## config.mk

```make
export PLATFORM = sky130hd
export DESIGN_NAME = bram_stream_reader
export DESIGN_NICKNAME = d
export VERILOG_FILES = /design/src/rtl/bram_stream_pkg.sv /design/src/rtl/stream_fifo2.sv /design/src/rtl/bram_stream_reader.sv
export SDC_FILE = /design/constraint.sdc
export NUM_CORES = 1
export LEC_CHECK = 0
export CAP_MARGIN = 0
export CORE_MARGIN = 1
export CORE_UTILIZATION = 37
export CTS_CLUSTER_DIAMETER = 80
export DETAILED_ROUTE_END_ITERATION = 10
export PLACE_DENSITY = 0.6
export SLEW_MARGIN = 20
export SYNTH_ARGS = -nofsm -noshare
export SYNTH_HDL_FRONTEND = slang
export SYNTH_HIERARCHICAL = 1
export SYNTH_SLANG_ARGS = --single-unit
```

## constraint.sdc

```tcl
create_clock -name clk -period 4.6 [get_ports clk]
set_input_delay 0.92 -clock clk [delete_from_list [all_inputs] [get_ports clk]]
set_output_delay 0.92 -clock clk [all_outputs]
set_load 0.1 [all_outputs]
```

## src/rtl/bram_stream_pkg.sv

```systemverilog
// rtl/bram_stream_pkg.sv - shared types and constants for the BRAM stream reader
//
// Purpose: FSM state encoding, output buffer depth and the transfer-length
// width helper shared by bram_stream_reader and stream_fifo2.
// Ports: none (package).
package bram_stream_pkg;

  typedef enum logic [1:0] {
    IDLE  = 2'd0,
    READ  = 2'd1,
    DRAIN = 2'd2,
    DONE  = 2'd3
  } state_e;

  localparam int FIFO_DEPTH = 2;

  // One extra bit so a transfer can cover the whole RAM (2**addr_w words).
  function automatic int len_width(input int addr_w);
    return addr_w + 1;
  endfunction

endpackage

```

## src/rtl/stream_fifo2.sv

```systemverilog
// rtl/stream_fifo2.sv - 2-entry first-word-fall-through FIFO with data+last payload
//
// Purpose: output buffer for the BRAM reader; the head entry drives the stream.
// Ports:
//   clk, rst_n            clock, synchronous active-low reset
//   push, push_data/last  write one entry (caller guarantees space)
//   pop                   remove head entry (caller guarantees non-empty)
//   head_data/last/valid  current head entry and whether it exists
//   count                 number of stored entries (0..2)
module stream_fifo2
  import bram_stream_pkg::*;
#(
  parameter int DATA_W = 24
) (
  input  logic              clk,
  input  logic              rst_n,
  input  logic              push,
  input  logic [DATA_W-1:0] push_data,
  input  logic              push_last,
  input  logic              pop,
  output logic [DATA_W-1:0] head_data,
  output logic              head_last,
  output logic              head_valid,
  output logic [1:0]        count
);

  logic [DATA_W-1:0] data_q [FIFO_DEPTH];
  logic [DATA_W-1:0] data_d [FIFO_DEPTH];
  logic              last_q [FIFO_DEPTH];
  logic              last_d [FIFO_DEPTH];
  logic              rd_ptr_q, rd_ptr_d;
  logic              wr_ptr_q, wr_ptr_d;
  logic [1:0]        cnt_q, cnt_d;

  always_comb begin
    data_d   = data_q;
    last_d   = last_q;
    rd_ptr_d = rd_ptr_q;
    wr_ptr_d = wr_ptr_q;
    if (push) begin
      data_d[wr_ptr_q] = push_data;
      last_d[wr_ptr_q] = push_last;
      wr_ptr_d         = ~wr_ptr_q;
    end
    if (pop) begin
      rd_ptr_d = ~rd_ptr_q;
    end
    cnt_d = cnt_q + {1'b0, push} - {1'b0, pop};
  end

  always_ff @(posedge clk) begin
    if (!rst_n) begin
      for (int i = 0; i < FIFO_DEPTH; i++) begin
        data_q[i] <= '0;
        last_q[i] <= 1'b0;
      end
      rd_ptr_q <= 1'b0;
      wr_ptr_q <= 1'b0;
      cnt_q    <= 2'd0;
    end else begin
      data_q   <= data_d;
      last_q   <= last_d;
      rd_ptr_q <= rd_ptr_d;
      wr_ptr_q <= wr_ptr_d;
      cnt_q    <= cnt_d;
    end
  end

  assign head_data  = data_q[rd_ptr_q];
  assign head_last  = last_q[rd_ptr_q];
  assign head_valid = (cnt_q != 2'd0);
  assign count      = cnt_q;

  a_no_overflow : assert property (@(posedge clk) disable iff (!rst_n)
    !(push && !pop && (cnt_q == 2'd2)));
  a_no_underflow : assert property (@(posedge clk) disable iff (!rst_n)
    !(pop && (cnt_q == 2'd0)));

endmodule

```

## src/rtl/bram_stream_reader.sv

```systemverilog
// rtl/bram_stream_reader.sv - BRAM read master producing a valid/ready pixel stream
//
// Purpose: reads len words starting at base_addr from a single-port BRAM with
// 1-cycle registered read latency and presents them as a stream with last flag.
// Ports:
//   clk, rst_n                 clock, synchronous active-low reset
//   start, base_addr, len      transfer request (sampled in IDLE only)
//   busy, done                 transfer status; done pulses once at the end
//   mem_addr, mem_we, mem_dout RAM read port (never writes)
//   m_data, m_valid, m_last    output stream
//   m_ready                    downstream ready
module bram_stream_reader
  import bram_stream_pkg::*;
#(
  parameter int DATA_W = 24,
  parameter int ADDR_W = 11,
  parameter int LEN_W  = len_width(ADDR_W)
) (
  input  logic              clk,
  input  logic              rst_n,
  input  logic              start,
  input  logic [ADDR_W-1:0] base_addr,
  input  logic [LEN_W-1:0]  len,
  output logic              busy,
  output logic              done,
  output logic [ADDR_W-1:0] mem_addr,
  output logic              mem_we,
  input  logic [DATA_W-1:0] mem_dout,
  output logic [DATA_W-1:0] m_data,
  output logic              m_valid,
  output logic              m_last,
  input  logic              m_ready
);

  state_e            state_q, state_d;
  logic [ADDR_W-1:0] addr_q, addr_d;            // next address to issue
  logic [ADDR_W-1:0] last_addr_q, last_addr_d;  // held on mem_addr between issues
  logic [LEN_W-1:0]  issue_cnt_q, issue_cnt_d;
  logic [LEN_W-1:0]  beat_cnt_q, beat_cnt_d;
  logic              inflight_q, inflight_d;
  logic              inflight_last_q, inflight_last_d;

  logic              pop;
  logic              issue;
  logic [1:0]        fifo_cnt;
  logic [2:0]        occupancy;
  logic              head_last;

  assign pop = m_valid & m_ready;

  // Slots already claimed once this cycle's pop is accounted for; issuing is
  // only safe while a free slot will exist when the read data lands.
  assign occupancy = {1'b0, fifo_cnt} + {2'b00, inflight_q} - {2'b00, pop};
  assign issue     = (state_q == READ) && (occupancy < 3'd2);

  always_comb begin
    state_d         = state_q;
    addr_d          = addr_q;
    last_addr_d     = last_addr_q;
    issue_cnt_d     = issue_cnt_q;
    beat_cnt_d      = beat_cnt_q;
    inflight_d      = 1'b0;
    inflight_last_d = 1'b0;

    case (state_q)
      IDLE: begin
        if (start) begin
          if (len != '0) begin
            state_d     = READ;
            addr_d      = base_addr;
            issue_cnt_d = len;
            beat_cnt_d  = len;
          end else begin
            state_d = DONE;
          end
        end
      end
      READ: begin
        if (issue) begin
          addr_d          = addr_q + ADDR_W'(1);
          last_addr_d     = addr_q;
          issue_cnt_d     = issue_cnt_q - LEN_W'(1);
          inflight_d      = 1'b1;
          inflight_last_d = (issue_cnt_q == LEN_W'(1));
          if (issue_cnt_q == LEN_W'(1)) begin
            state_d = DRAIN;
          end
        end
      end
      DRAIN: begin
        if (pop && (beat_cnt_q == LEN_W'(1))) begin
          state_d = DONE;
        end
      end
      DONE: begin
        state_d = IDLE;
      end
      default: begin
        state_d = IDLE;
      end
    endcase

    if (pop) begin
      beat_cnt_d = beat_cnt_q - LEN_W'(1);
    end
  end

  always_ff @(posedge clk) begin
    if (!rst_n) begin
      state_q         <= IDLE;
      addr_q          <= '0;
      last_addr_q     <= '0;
      issue_cnt_q     <= '0;
      beat_cnt_q      <= '0;
      inflight_q      <= 1'b0;
      inflight_last_q <= 1'b0;
    end else begin
      state_q         <= state_d;
      addr_q          <= addr_d;
      last_addr_q     <= last_addr_d;
      issue_cnt_q     <= issue_cnt_d;
      beat_cnt_q      <= beat_cnt_d;
      inflight_q      <= inflight_d;
      inflight_last_q <= inflight_last_d;
    end
  end

  // The in-flight word is on mem_dout this cycle; capture it straight away.
  stream_fifo2 #(
    .DATA_W(DATA_W)
  ) u_fifo (
    .clk       (clk),
    .rst_n     (rst_n),
    .push      (inflight_q),
    .push_data (mem_dout),
    .push_last (inflight_last_q),
    .pop       (pop),
    .head_data (m_data),
    .head_last (head_last),
    .head_valid(m_valid),
    .count     (fifo_cnt)
  );

  // Stale head entries keep their last bit; only a valid head may signal it.
  assign m_last   = head_last & m_valid;
  assign mem_addr = issue ? addr_q : last_addr_q;
  assign mem_we   = 1'b0;
  assign busy     = (state_q != IDLE);
  assign done     = (state_q == DONE);

endmodule

```

==> Yosys cells after proc, flatten, opt, wreduce, memory -nomap -nowiden <==
Index checks and enable logic that the tools add are counted.
{ "classes": {"add_sub_neg": 7, "n_lt_le_gt_ge": 4, "n_eq_ne": 10, "muxes": 30, "bitwise": 6, "reduce_logical": 16} }
{ "op_table": {"columns": ["cell", "count"], "rows": [
  ["$mux W24", 4],
  ["$mux W12", 5],
  ["$bwmux W48", 1],
  ["$mux W11", 4],
  ["$demux W24 S1", 1],
  ["$eq A12 B1 Y1 const B", 2],
  ["$pmux W12 S2", 1],
  ["$sub A12 B1 Y12 const B", 2],
  ["$pmux W11 S2", 1],
  ["$reduce_bool A12 Y1", 1],
  ["$reduce_bool A2 Y1", 6],
  ["$add A11 B1 Y11 const B", 1],
  ["$mux W2", 5],
  ["$ne A2 B2 Y1 const B", 4],
  ["$pmux W2 S4", 1],
  ["$reduce_and A4 Y1", 2],
  ["$reduce_and A3 Y1", 2],
  ["$mux W1", 5],
  ["$eq A2 B2 Y1 const B", 2],
  ["$ge A2 B2 Y1 const B", 2],
  ["$not A1 Y2", 2],
  ["$add A2 B1 Y3", 1],
  ["$logic_and A1 B1 Y1", 3],
  ["$lt A3 B2 Y1 const B", 1],
  ["other kinds (12)", 14]
]} }
{ "word_totals": {"reg_bits": 104, "in_bits": 51, "output_inout_bits": 40} }

==> Logic depth before layout (Yosys ltp) <==
Gate-level depths: netlist of run 1.
{ "logic_depth": {"word_depth": 7, "mapped_depth": 10, "depth_no_buf": 9} }

==> Modules after synthesis <==
Netlist of run 1, hierarchy kept.
{ "modules_own_cells": {"columns": ["module", "instances", "cells_each", "area_each_um2", "seq_area_each_um2"], "rows": [
  ["bram_stream_reader", 1, 362, 3121.7, 1001.0],
  ["stream_fifo2", 1, 265, 2374.8, 1081.0]
]} }

==> Worst setup path before layout of run 1 <==
OpenSTA, ideal clock, no wires.
{ "synth_path": {"path_kind": "register to output", "from": "reg u_fifo.cnt_q[1], in the netlist u_fifo/count[1]", "to": "out mem_addr[0]", "arrival_ps": 3278, "required_ps": 3680, "setup_slack_ps": 402, "stages_incl_launch_ff": 10, "path_buffers": 1, "cell_sequence": "dfxtp_1 > or2_2 > nand2_1 > nor2_1 > o21ai_0 > fa_1 > xnor2_1 > and3_1 > clkbuf_1 > mux2_2"} }
{ "synth_via": {"elab_chain_cells": 6} }
{ "synth_rtl": {"columns": ["item", "line_no", "rtl"], "rows": [
  ["from (decl)", "stream_fifo2.sv:33", "logic [1:0] cnt_q, cnt_d;"],
  ["from (signal assigned)", "stream_fifo2.sv:65", "cnt_q <= cnt_d;"],
  ["$reduce_bool A2 Y1", "stream_fifo2.sv:71", "assign head_valid = (cnt_q != 2'd0);"],
  ["net m_valid", "bram_stream_reader.sv:30", "output logic m_valid,"],
  ["$and A1 B1 Y1", "bram_stream_reader.sv:49", "assign pop = m_valid & m_ready;"],
  ["$sub A3 B1 Y3", "bram_stream_reader.sv:53", "assign occupancy = {1'b0, fifo_cnt} + {2'b00, inflight_q} - {2'b00, pop};"],
  ["$lt A3 B2 Y1", "bram_stream_reader.sv:54", "assign issue = (state_q == READ) && (occupancy < 3'd2);"],
  ["$logic_and A1 B1 Y1", "bram_stream_reader.sv:54", null],
  ["$mux W11", null, null],
  ["to (decl)", "bram_stream_reader.sv:26", "output logic [ADDR_W-1:0] mem_addr,"]
]} }
The timed path passes the listed nets, and every way through them passes these cells.

==> Final worst setup path of run 1 <==
{ "layout_path": {"from": "in m_ready", "to": "out mem_addr[9]"} }
{ "layout_via": {"elab_chain_cells": 5} }
{ "layout_rtl": {"columns": ["item", "line_no", "rtl"], "rows": [
  ["from (decl)", "bram_stream_reader.sv:32", "input logic m_ready"],
  ["$and A1 B1 Y1", "bram_stream_reader.sv:49", null],
  ["$sub A3 B1 Y3", "bram_stream_reader.sv:53", null],
  ["$lt A3 B2 Y1", "bram_stream_reader.sv:54", null],
  ["$logic_and A1 B1 Y1", "bram_stream_reader.sv:54", null],
  ["$mux W11", null, null]
]} }
No other way between the ends.

==> results of run 1 <==
-- metal layers --
| metal | share of wire | track usage | vias up |
|---|---|---|---|
| met5 | 0 | 0 | - |
| met4 | 0.013 | 0.0715 | 0 |
| met1 | 0.44 | 0.230 | 2357 |
| met2 | 0.49 | 0.346 | 166 |
| met3 | 0.065 | 0.0476 | 16 |
| li1 | - | - | 2409 |
-- layout make-up --
class                           count  area, um2  share of cell area
Clock inverter                      7       61.3             0.00906
Inverter                           17       63.8             0.00943
Sequential cell                   104       2080               0.308
Tap cell                          184        230              0.0340
Timing Repair Buffer               99       1010               0.149
Clock buffer                        9        225              0.0333
Multi-Input combinational cell    462       3090               0.457
-- cells by family (layout without fill, tap and decap cells) --
logic type / after synthesis / in the layout / synth area share
other cells: 1 / 1 / 0.000682
mux: 39 / 39 / 0.0792
compound gates: 161 / 161 / 0.225
flops: 104 / 104 / 0.379
fa+ha+maj: 12 / 12 / 0.0287
simple gates: 245 / 245 / 0.220
xor+xnor: 4 / 4 / 0.00637
buf+inv: 61 / 132 / 0.0615
-- registers in the layout, summed over array words and instances (netlist names) --
register,count
u_fifo/rd_ptr_q,1
u_fifo/last_q,2
u_fifo/wr_ptr_q,1
issue_cnt_q,12
last_addr_q,11
inflight_last_q,1
state_q,2
inflight_q,1
u_fifo/count,2
addr_q,11
u_fifo/data_q,48
beat_cnt_q,12
-- placed cells by master (no fill, tap or decap), types with 4 or more instances in the layout --
cell type	netlist	layout
nand2_1	125	125
dfxtp_1	104	104
clkdlybuf4s50_1	0	52
mux2_2	36	36
buf_4	7	35
a21boi_1	29	29
a21boi_0	22	22
and2_1	20	20
inv_1	17	17
nor2_1	16	16
nand4_1	15	15
o21ai_0	13	13
a211oi_1	13	13
a31oi_1	12	12
nor3_1	11	11
ha_1	11	11
buf_12	0	11
a21oi_1	10	10
a41oi_1	10	10
nor4_1	9	9
nand3_1	9	9
clkbuf_16	0	9
o31ai_1	7	7
or4_1	5	5
o311ai_0	5	5
nor2b_1	5	4
a311oi_1	4	4
or3_1	4	4
or2_2	4	4
o41ai_1	4	4
-- worst max-delay path by stage --
stage                       end  slack, ns  cells past startpoint
CTS                 mem_addr[0]       0.22                     10
global placement    mem_addr[6]       0.27                     10
detailed placement  mem_addr[0]       0.22                     10
floorplan           mem_addr[0]       0.40                      9
finish              mem_addr[9]       0.23                     10
global route        mem_addr[0]       0.04                     10
-- through the flow --
step                      hold WS [ns]  area [um2]   util
after floorplan                  0.432        5500      -
after global placement           0.437        6460  0.445
after detailed placement         0.443        6470  0.445
after CTS                        0.454        6760  0.465
after global routing             0.471        6770  0.465
final                            0.454        6770  0.465
-- worst max-delay path, delay by kind of cell --
family          cells  cell delay [ns]
xor+xnor            1             0.22
compound gates      1             0.14
fa+ha+maj           1             0.43
buf+inv             3             0.89
mux                 1             0.39
simple gates        3             0.45
-- power by group through the flow --
stage / sequential (uW) / combinational (uW) / clock (uW)
3_5_place_dp: 1330 / 2210 / 0
2_1_floorplan: 1240 / 1730 / 0
3_3_place_gp: 1310 / 2180 / 0
4_1_cts: 1310 / 2220 / 783
6_report: 1310 / 2230 / 752
5_1_grt: 1340 / 2380 / 819
-- repair_timing --
| action | 4_1_cts | 5_1_grt |
|---|---|---|
| endpoints found under the setup margin | 0 | 4 |
| buffers inserted | 0 | 0 |
| resized for setup | 0 | 1 |
==> impl_metrics.env, run 1 <==
export IMPL_outcome="complete, no violations"
export IMPL_synthFlopType="dfxtp_1"
export IMPL_die_x_um=124
export IMPL_pwr_share_clk=0.175
export IMPL_synth_most_common_cell="nand2_1"
export IMPL_fill_cells=1396
export IMPL_grt_overflow=0
export IMPL_critPathKind="in2out"
export IMPL_rrSetupSlack_ns=1.56
export IMPL_fin_tns_setup_ns=0
export IMPL_min_to="u_fifo/data_q[42]"
export IMPL_ant_nets=0
export IMPL_setup_viol=0
export IMPL_core_um2=14500
export IMPL_min_delay_start="u_fifo/data_q[42]"
export IMPL_routed_via_density=5.61
export IMPL_place_ws_ns=0.218
export IMPL_cts_buffers=9
export IMPL_start_kind="input port"
export IMPL_worstMarginPinSlew_ns=1.05
export IMPL_slowest_delay_ns=0.51
export IMPL_fin_nets=756
export IMPL_required_ns=3.68
export IMPL_grt_pass1_vias=4842
export IMPL_pwr_density_cell_nw_per_um2=634
export IMPL_syn_cell_area_um2=5500
export IMPL_finalHoldViolCount=0
export IMPL_yosys_area_top_type_share=0.379
export IMPL_synth_largest_area_cell="dfxtp_1"
export IMPL_intPower_uw=2260
export IMPL_firstDrtPassIters=4
export IMPL_clk_path_buf_depth=2
export IMPL_place_hpwl_um=9790
export IMPL_p_leak_uw=0.00246
export IMPL_maxSlewViolCount=0
export IMPL_combPwrFrac=0.519
export IMPL_insertion_delay_ns=0.35
export IMPL_cp_slowest_cell="clkdlybuf4s50_1"
export IMPL_clock_sinks=104
export IMPL_netSwitchingFraction=0.474
export IMPL_grt_setup_unrepaired="no"
export IMPL_crit_fanout=12
export IMPL_ys_warnings_count=6
export IMPL_die_area_um2=15300
export IMPL_cp_end_kind="primary output"
export IMPL_max_slew_margin=0.302
export IMPL_holdBufCountCts=0
export IMPL_worstHoldPathType="reg2reg"
export IMPL_skew_ns=0.00601
export IMPL_path_clk_slew_ns=0.07
export IMPL_clockRootBuffer="clkbuf_16"
export IMPL_rr_worst_depth=10
export IMPL_grt_pass1_wl_um=23500
export IMPL_cts_tree="built"
export IMPL_io_buffers=89
export IMPL_synth_cell_type_count=69
export IMPL_layout_drive_gt1_share=0.170
export IMPL_switching_power_uw=2030
export IMPL_fin_crit_sh=0.951
export IMPL_synth_enable_flop_cells=0
export IMPL_max_freq_mhz=229
export IMPL_wl_per_cell_um=16.6
export IMPL_antenna_found_initial=0
export IMPL_dpl_cell_count=866
export IMPL_vias=4948
export IMPL_synth_fp_nets=690
export IMPL_grt_start_max_net_pins=86
export IMPL_r2r_end="addr_q[10]"
export IMPL_worstPathArrival_ns=3.45
export IMPL_netlist_instances=627
export IMPL_setup_worst_path_start="m_ready"
export IMPL_peakVddDrop_v=0.000383
export IMPL_ys_seq_elements=104
export IMPL_grt_usage=0.197
export IMPL_async_reset_ff_frac=0
export IMPL_die_h_um=124
export IMPL_cp_cell_sequence="clkdlybuf4s50_1, nand2_1, nor2_1, o21ai_0, fa_1, xnor2_2, and3_1, buf_4, mux2_2, buf_12"
export IMPL_timing_final_crit_period_ns=4.37
export IMPL_hold_depth=2
export IMPL_ioPinCount=91
export IMPL_antenna_cells=0
export IMPL_power_uw=4290
export IMPL_placementRows=44
export IMPL_finalWirelength_um=14700
export IMPL_cts_max_level=3
export IMPL_synthTopCellsByArea="dfxtp_1, nand2_1, mux2_2"
export IMPL_drt_iter0_drc=218
export IMPL_rr_startpoint="u_fifo/count[1]"
export IMPL_place_gp_congestion=0.817
export IMPL_layout_setup_ws_ns=0.227
export IMPL_synth_seq_area_share=0.379
export IMPL_start_util=0.378
export IMPL_synth_commonest_cells="nand2_1, dfxtp_1, mux2_2"
export IMPL_maxCapViolCount=0
export IMPL_finalNonFillerCells=882
export IMPL_syn_to_final_growth_pct=23.1
export IMPL_drc=0
export IMPL_pwr_share_seq=0.305
export IMPL_synth_avg_cell_area_um2=8.77
No activity file was read; power rests on OpenSTA's default activity.
==> inputs of run 2 (changes only) <==
--- a/config.mk
+++ b/config.mk
@@ -10,7 +10,9 @@
 export CORE_UTILIZATION = 37
 export CTS_CLUSTER_DIAMETER = 80
 export DETAILED_ROUTE_END_ITERATION = 10
+export GPL_TIMING_DRIVEN = 0
 export PLACE_DENSITY = 0.6
+export SKIP_CTS_REPAIR_TIMING = 1
 export SLEW_MARGIN = 20
 export SYNTH_ARGS = -nofsm -noshare
 export SYNTH_HDL_FRONTEND = slang
==> impl_metrics.env, run 2 (synthesis results as in run 1) <==
export IMPL_vias=5160
export IMPL_routed_via_density=5.63
export IMPL_clockRootBuffer="clkbuf_16"
export IMPL_layout_setup_ws_ns=0.484
export IMPL_antenna_cells=0
export IMPL_rr_startpoint="u_fifo/count[1]"
export IMPL_die_h_um=124
export IMPL_core_um2=14500
export IMPL_grt_overflow=0
export IMPL_largest_register="u_fifo/data_q"
export IMPL_maxCapViolCount=0
export IMPL_r2r_end="addr_q[1]"
export IMPL_skew_ns=0.00504
export IMPL_worstPathArrival_ns=3.20
export IMPL_crit_fanout=10
export IMPL_max_freq_mhz=243
export IMPL_io_buffers=89
export IMPL_cp_end_kind="primary output"
export IMPL_insertion_delay_ns=0.36
export IMPL_grt_setup_unrepaired="no"
export IMPL_antenna_found_initial=0
export IMPL_cts_buffers=9
export IMPL_die_x_um=124
export IMPL_layout_common_cells="nand2_1, dfxtp_1, clkdlybuf4s50_1"
export IMPL_place_hpwl_um=11400
export IMPL_fin_tns_setup_ns=0
export IMPL_grt_pass1_wl_um=24900
export IMPL_layout_commonest_cell="nand2_1"
export IMPL_firstDrtPassIters=5
export IMPL_timing_final_crit_period_ns=4.12
export IMPL_setup_viol=0
export IMPL_seqCellArea_um2=2080
export IMPL_grt_pass1_vias=4859
export IMPL_syn_to_final_growth_pct=26.0
export IMPL_die_area_um2=15300
export IMPL_ant_nets=0
export IMPL_finalWirelength_um=15900
export IMPL_critPathKind="in2out"
export IMPL_outcome="complete, no violations"
export IMPL_hold_depth=2
export IMPL_worstHoldPathType="reg2reg"
export IMPL_largest_reg_flops=48
export IMPL_finalHoldViolCount=0
export IMPL_rrSetupSlack_ns=1.04
export IMPL_clock_sinks=104
export IMPL_ioPinCount=91
export IMPL_wl_per_cell_um=17.4
export IMPL_path_clk_slew_ns=0.07
export IMPL_maxSlewViolCount=0
export IMPL_reg_top3="u_fifo/data_q: 48 flops, beat_cnt_q: 12 flops, issue_cnt_q: 12 flops"
export IMPL_rr_worst_depth=10
export IMPL_clk_path_buf_depth=2
export IMPL_required_ns=3.68
export IMPL_p_leak_uw=0.00249
export IMPL_start_util=0.378
export IMPL_grt_usage=0.212
export IMPL_power_uw=4390
export IMPL_cts_max_level=3
export IMPL_start_kind="input port"
export IMPL_min_to="u_fifo/data_q[31]"
export IMPL_layout_drive_gt1_share=0.145
export IMPL_pwr_density_cell_nw_per_um2=634
export IMPL_fin_crit_sh=0.895
export IMPL_max_slew_margin=0.322
export IMPL_place_ws_ns=-1.25
export IMPL_place_gp_congestion=0.895
export IMPL_peakVddDrop_v=0.000374
export IMPL_worstMarginPinSlew_ns=1.01
export IMPL_fin_nets=790
export IMPL_min_delay_start="u_fifo/data_q[31]"
export IMPL_cts_tree="built"
export IMPL_grt_start_max_net_pins=20
export IMPL_drc=0
export IMPL_drt_iter0_drc=368
export IMPL_multi_input_area_um2=3100
export IMPL_placementRows=44
export IMPL_fill_cells=1369
run 2: cell types whose count changed in the layout (fill, tap and decap cells not counted), moves of 2 or more:
cell             before  now
clkdlybuf4s50_1      52   77
buf_6                 0    4
clkbuf_2              0    2
buf_4                35   16
buf_2                 1    6
clkbuf_1              0   22
clkbuf_8              0    3
buf_12               11    0
buf_8                 0    2
run 2: worst max-delay path by stage:
stage                    start     endpoint  slack, ns  depth (start not counted)
2_1_floorplan  u_fifo/count[1]  mem_addr[0]       0.40                          9
6_report               m_ready  mem_addr[7]       0.48                         10
3_3_place_gp           m_ready  mem_addr[0]      -1.21                         10
4_1_cts                m_ready  mem_addr[6]      -1.26                         10
5_1_grt        u_fifo/count[1]  mem_addr[7]       0.31                         10
3_5_place_dp           m_ready  mem_addr[6]      -1.25                         10
run 2: final cells by class:
type | count | share of cell area
multi-input cells | 462 | 0.447
flip-flops and latches | 104 | 0.301
repair buffers | 89 | 0.124
plain buffers | 44 | 0.0407
well taps | 184 | 0.0333
clock buffers | 9 | 0.0325
clock inverters | 7 | 0.0121
inverters | 17 | 0.00922
run 2: worst max-delay path: stages:
cell            delay (ns)
dlymetal6s2s_1        0.19
nand2_4               0.14
nor2_2                0.16
o21ai_0               0.13
fa_1                  0.42
xnor2_2               0.22
and3_2                0.26
buf_6                 0.16
mux2_2                0.35
buf_4                 0.24
run 2: through the flow:
step                       util  hold slack [ns]  instance area, um2  std cells
after floorplan               -            0.432                5500        627
after global placement    0.455            0.437                6620        900
after detailed placement  0.455            0.445                6620        900
after CTS                 0.477            0.456                6930        916
after global routing      0.476            0.473                6920        916
final                     0.476            0.454                6920        916
run 2: layer usage:
| metal | global-route usage | vias to the layer above | wire length (um) |
|---|---|---|---|
| met5 | 0 | - | 0 |
| met4 | 0.0745 | 0 | 316 |
| met3 | 0.0449 | 25 | 1140 |
| met2 | 0.367 | 218 | 7550 |
| met1 | 0.257 | 2422 | 6900 |
| li1 | - | 2495 | - |
run 2: power by group:
group / internal (uW) / switching [uW] / leakage (uW) / total [uW]
clock network: 433 / 381 / 0.000149 / 815
registers: 1100 / 183 / 0.000847 / 1280
logic: 769 / 1530 / 0.00150 / 2300
==> inputs of run 3 (changes only) <==
--- a/config.mk
+++ b/config.mk
@@ -13,7 +13,7 @@
 export GPL_TIMING_DRIVEN = 0
 export PLACE_DENSITY = 0.6
 export SKIP_CTS_REPAIR_TIMING = 1
-export SLEW_MARGIN = 20
+export SLEW_MARGIN = 0
 export SYNTH_ARGS = -nofsm -noshare
 export SYNTH_HDL_FRONTEND = slang
 export SYNTH_HIERARCHICAL = 1
==> results of run 3 <==
Same layout as run 2: the final DEF is identical, and so are final timing and power.
